## config.mk

```make
export PLATFORM = sky130hd
export DESIGN_NAME = prog_sequencer
export DESIGN_NICKNAME = d
export VERILOG_FILES = /design/src/rtl/prog_sequencer.sv
export SDC_FILE = /design/constraint.sdc
export NUM_CORES = 1
export LEC_CHECK = 0
export ABC_AREA = 1
export CAP_MARGIN = 20
export CORE_MARGIN = 5
export CORE_UTILIZATION = 50
export CTS_CLUSTER_DIAMETER = 50
export DETAILED_ROUTE_END_ITERATION = 7
export GPL_TIMING_DRIVEN = 0
export PLACE_DENSITY = 0.76
export SYNTH_ARGS = -nofsm -noshare
export SYNTH_HDL_FRONTEND = slang
export SYNTH_SLANG_ARGS = --single-unit
```

## constraint.sdc

```tcl
create_clock -name clk -period 3.9 [get_ports clk]
set_input_delay 0.78 -clock clk [delete_from_list [all_inputs] [get_ports clk]]
set_output_delay 0.78 -clock clk [all_outputs]
set_load 0.05 [all_outputs]
```

## src/rtl/prog_sequencer.sv

```systemverilog
// Run controller and program counter: req/done handshake, program region
// selection, PC update (relative/absolute jump, stall), end-of-program
// detection and a RUN-cycle watchdog.
module prog_sequencer #(
   parameter int unsigned D          = 12,
   parameter int unsigned NPROG      = 4,
   parameter int unsigned CW         = 16,
   parameter int unsigned MAX_CYCLES = 4096
) (
   input  logic                                      clk,
   input  logic                                      reset,
   input  logic                                      req,
   input  logic [$clog2((NPROG > 1) ? NPROG : 2)-1:0] prog_sel,
   input  logic                                      reljump_en,
   input  logic                                      absjump_en,
   input  logic [D-1:0]                              target,
   input  logic                                      halt_instr,
   input  logic                                      stall,
   output logic [D-1:0]                              prog_ctr,
   output logic                                      run,
   output logic                                      done,
   output logic                                      timeout,
   output logic [CW-1:0]                             cycle_cnt
);

   localparam int unsigned SW = $clog2((NPROG > 1) ? NPROG : 2);
   // Region size; the tail addresses beyond NPROG*R belong to no program.
   localparam int unsigned R  = (2 ** D) / NPROG;

   typedef enum logic [1:0] {
      StIdle,
      StLoad,
      StRun,
      StDone
   } state_e;

   state_e        state_q, state_d;
   logic [SW-1:0] sel_q, sel_d;
   logic [D-1:0]  pc_q, pc_d;
   logic [CW-1:0] cnt_q, cnt_d;
   logic          timeout_q, timeout_d;

   logic [D-1:0]  region_base;
   logic [D-1:0]  region_last;
   logic          wd_hit;
   logic          finish;

   // Region bounds of the latched program. The true product never exceeds
   // 2**D-1, so computing in D bits is exact.
   assign region_base = D'(sel_q) * D'(R);
   assign region_last = region_base + D'(R - 1);

   // Watchdog fires on the RUN cycle whose count reaches MAX_CYCLES-1.
   assign wd_hit = (MAX_CYCLES != 0) && (32'(cnt_q) == MAX_CYCLES - 1);

   // State register with synchronous reset.
   always_ff @(posedge clk) begin
      if (reset) begin
         state_q   <= StIdle;
         sel_q     <= '0;
         pc_q      <= '0;
         cnt_q     <= '0;
         timeout_q <= 1'b0;
      end else begin
         state_q   <= state_d;
         sel_q     <= sel_d;
         pc_q      <= pc_d;
         cnt_q     <= cnt_d;
         timeout_q <= timeout_d;
      end
   end

   // Next-state logic: handshake, PC update priority and finish detection.
   always_comb begin
      state_d   = state_q;
      sel_d     = sel_q;
      pc_d      = pc_q;
      cnt_d     = cnt_q;
      timeout_d = timeout_q;
      finish    = 1'b0;

      unique case (state_q)
         StIdle: begin
            timeout_d = 1'b0;
            if (req) begin
               // Out-of-range selections fall back to program 0.
               if (32'(prog_sel) >= NPROG) begin
                  sel_d = '0;
               end else begin
                  sel_d = SW'(prog_sel);
               end
               state_d = StLoad;
            end
         end

         StLoad: begin
            pc_d    = region_base;
            cnt_d   = '0;
            state_d = StRun;
         end

         StRun: begin
            if (wd_hit) begin
               finish    = 1'b1;
               timeout_d = 1'b1;
            end else if (stall) begin
               pc_d = pc_q;
            end else if (halt_instr) begin
               finish = 1'b1;
            end else if (absjump_en) begin
               pc_d = target;
            end else if (reljump_en) begin
               pc_d = pc_q + target;
            end else if (pc_q == region_last) begin
               finish = 1'b1;
            end else begin
               pc_d = pc_q + D'(1);
            end

            // The finishing cycle is not counted, so a full region of N
            // instructions reports N-1 and the watchdog stops at MAX_CYCLES-1.
            if (finish) begin
               state_d = StDone;
            end else if (cnt_q != '1) begin
               cnt_d = cnt_q + CW'(1);
            end
         end

         StDone: begin
            if (!req) begin
               state_d   = StIdle;
               timeout_d = 1'b0;
            end
         end

         default: begin
            state_d = StIdle;
         end
      endcase
   end

   // Outputs are plain decodes of registered state.
   assign prog_ctr  = pc_q;
   assign run       = (state_q == StRun);
   assign done      = (state_q == StDone);
   assign timeout   = timeout_q;
   assign cycle_cnt = cnt_q;

endmodule

```

==> metrics.csv <==
stage,metric,value,unit
outcome,status,"complete, no violations",
floorplanning,num_rows,27,
sta,hold_violations,0,
synthesis,netlist_area,2760,sq um
detailed_routing,drcViolationCount,0,
synthesis,synth_seq_cells,33,
synthesis,avgSynthCellArea,6.17,sq um
job,drv_cap,0,
detailed_routing,viasPerCell,5.23,
clock_tree,cts.sinks,33,
placement,io_buffers,49,
clock_tree,cts_setup_buffers,0,
pwr,p_sw,1.03,mW
floorplanning,die_h,84.3,um
synthesis,syn_nets,487,
worst_setup_path,worstPathRequired,4.05,ns
detailed_routing,vias,3015,
floorplanning,dieArea,7110,sq um
worst_setup_path,critPathKind,input port to flip-flop,
worst_setup_path,cp-end-kind,flip-flop,
final_layout,nFillCells,549,
worst_setup_path,reg2reg_slack,1.86,ns
pwr,ir_drop,0.364,mV
sta,drv_slew,0,
global_route,grt_pass1_wl,13800,um
clock_tree,clk_pin_slew,0.08,ns
sta,timing.final.crit_share,78.0,%
final_layout,n_antenna_cell,0,
worst_setup_path,arrival,3.19,ns
sta,tightest_slew,0.605,ns
synthesis,synth_cells,448,
synthesis,yosys.area.top_type,dfxtp_1,
global_route,grt-ovfl-total,0,
synthesis,synth_top_area_share,23.9,%
synthesis,yosys_warnings,0,
clock_tree,cts_tree,yes,
synthesis,muxShareOfSynthArea,0.362,%
synthesis,synthXorXnorAreaFrac,2.54,%
synthesis,synth-async-reset-ratio,0,%
worst_hold_path,min_path_cells,2,
clock_tree,clockBufferDepth,2,
floorplanning,core-area,5440,sq um
worst_setup_path,worst-path-max-fanout,10,
pwr,power,2.01,mW
clock_tree,cts_root_buf,clkbuf_8,
worst_hold_path,hold_class,flip-flop to flip-flop,
global_route,grt_usage,23.2,%
clock_tree,numCtsBuffers,5,
global_route,grt_start_max_net_pins,11,
synthesis,synth-compound-area-share,13.5,%
synthesis,synth_cell_types,38,
pwr,p_leak,1.56,nW
placement,gp_congestion,0.915,
pwr,power.share.clock,13.7,%
pwr,swShare,51.2,%
sta,period_needed,3.04,ns
sta,holdWs,0.492,ns
worst_setup_path,r2r_cells,8,
synthesis,synthFlopType,dfxtp_1,
worst_setup_path,startpoint_type,input port,
sta,setup_viol,0,
sta,clock_skew,0.00885,ns
sta,fin_setup_tns,0,ns
global_route,antenna_found_initial,0,
placement,dp_hpwl,5940,um
pwr,p_seq_share,26.1,%
synthesis,synth-simple-area-share,39.9,%
detailed_routing,antenna_left,0,
pwr,internal_power,0.980,mW
clock_tree,htree_levels,2,
synthesis,synth_top_family_by_area,simple AND/OR/NAND/NOR gates,
sta,relSlewSlack,59.7,%
detailed_routing,wirelength,7810,um
synthesis,synth_fa_ha_area_share,8.42,%
final_layout,drive_gt1_share,5.95,%
floorplanning,ioPinCount,52,
detailed_routing,drtPass1Iterations,4,
sta,rsz0062_at_grt,no,
synthesis,synth_area_leaders,"dfxtp_1, nand2_1, inv_1",
clock_tree,holdBufCountCts,0,
floorplanning,die_width,84.3,um
clock_tree,clk_latency,0.29,ns
floorplanning,start_util,50.8,%
synthesis,ys_seq_area_share,23.9,%
pwr,combPwrFrac,60.3,%
synthesis,synth_edf_count,0,
detailed_routing,routedWlPerCell,13.6,um
global_route,grt_pass1_vias,3075,
clock_tree,cts-resized-gates,0,
sta,max_freq,0.329,GHz
final_layout,areaGrowthSynthToFinish,24.3,%
final_layout,final_nets,543,
pwr,p_per_area,585,nW/um^2
detailed_routing,drt_first_iter_violations,180,
[worst max-delay path, stage by stage]
cell and delay (ns):
clkdlybuf4s50_1 0.56, clkbuf_1 0.41, nand2_1 0.11, ha_1 0.24, inv_1 0.08, fa_1 0.20
inv_1 0.07, nand3_1 0.06, nand2_1 0.10, a21oi_1 0.17, xor2_1 0.15, nand2_1 0.06
o211ai_1 0.10, a21oi_1 0.09
[layout make-up]
cell class / count / area (sq um) / area share [%]
clock buffers: 6 / 82.6 / 2.41
well taps: 72 / 90.1 / 2.62
inverters: 62 / 233 / 6.78
plain buffers: 15 / 81.3 / 2.37
flip-flops and latches: 33 / 661 / 19.2
repair buffers: 49 / 490 / 14.3
multi-input cells: 338 / 1790 / 52.1
clock inverters: 1 / 7.51 / 0.219
[Yosys cell counts (all sizes together), types with 8 or more instances]
master  number
a21oi       38
nor3         8
nand2      127
clkbuf       8
o211ai       8
o21ai       15
nand4       20
inv         61
ha          17
dfxtp       33
nand3       34
nor2        50
[metrics by stage]
step	utilization [%]	worst slack [ns]	std cells	area (sq um)
floorplan	-	1.48	448	2760
global placement	61.5	0.556	569	3340
detailed placement	61.5	0.574	569	3340
CTS	63.1	0.866	576	3430
global route	63.1	0.554	576	3430
finish	63.1	0.856	576	3430
[cells in the final DEF (no fill, tap or decap), types with 15 or more instances in the layout]
cell type,synthesis,layout
dfxtp_1,33,33
ha_1,17,17
inv_1,61,61
o21ai_0,15,15
a21oi_1,37,37
nor2_1,48,48
nand2_1,122,122
nand4_1,19,19
nand3_1,32,32
clkdlybuf4s50_1,0,49
[cells by family (layout without fill, tap and decap cells)]
logic type | after synthesis | after routing
adder cells (fa/ha/maj) | 18 | 18
AO/OA/AOI/OAI | 67 | 67
flip-flops | 33 | 33
multiplexers | 1 | 1
buffers and inverters | 77 | 133
XOR/XNOR | 8 | 8
AND/OR/NAND/NOR | 244 | 244
[metal layers]
metal  wire (um)  GRT usage [%]  up-vias
met2        3880           41.7       79
met4         121           9.06        0
met5           0              0        -
met1        3420           27.4     1355
li1            -              -     1570
met3         391           3.73       11
[power groups by stage]
stage                     Sequential [mW]  Combinational (mW)  Clock [mW]
after global routing                0.539                1.35       0.296
after global placement              0.529                1.20           0
final                               0.523                1.21       0.275
after CTS                           0.521                1.21       0.283
after floorplan                     0.739               0.662           0
after detailed placement            0.528                1.21           0
[final timing paths]
check,startpoint,to
max,reljump_en,prog_ctr[6]
min,sel_q[0],sel_q[0]
max reg2reg,state_q[0],cycle_cnt[12]
min reg2reg,sel_q[0],sel_q[0]
[registers in the layout, indices dropped and copies added (netlist names)]
register,cells
timeout,1
state_q,2
sel_q,2
cycle_cnt,16
prog_ctr,12
Power figures use the tool's default switching activity.
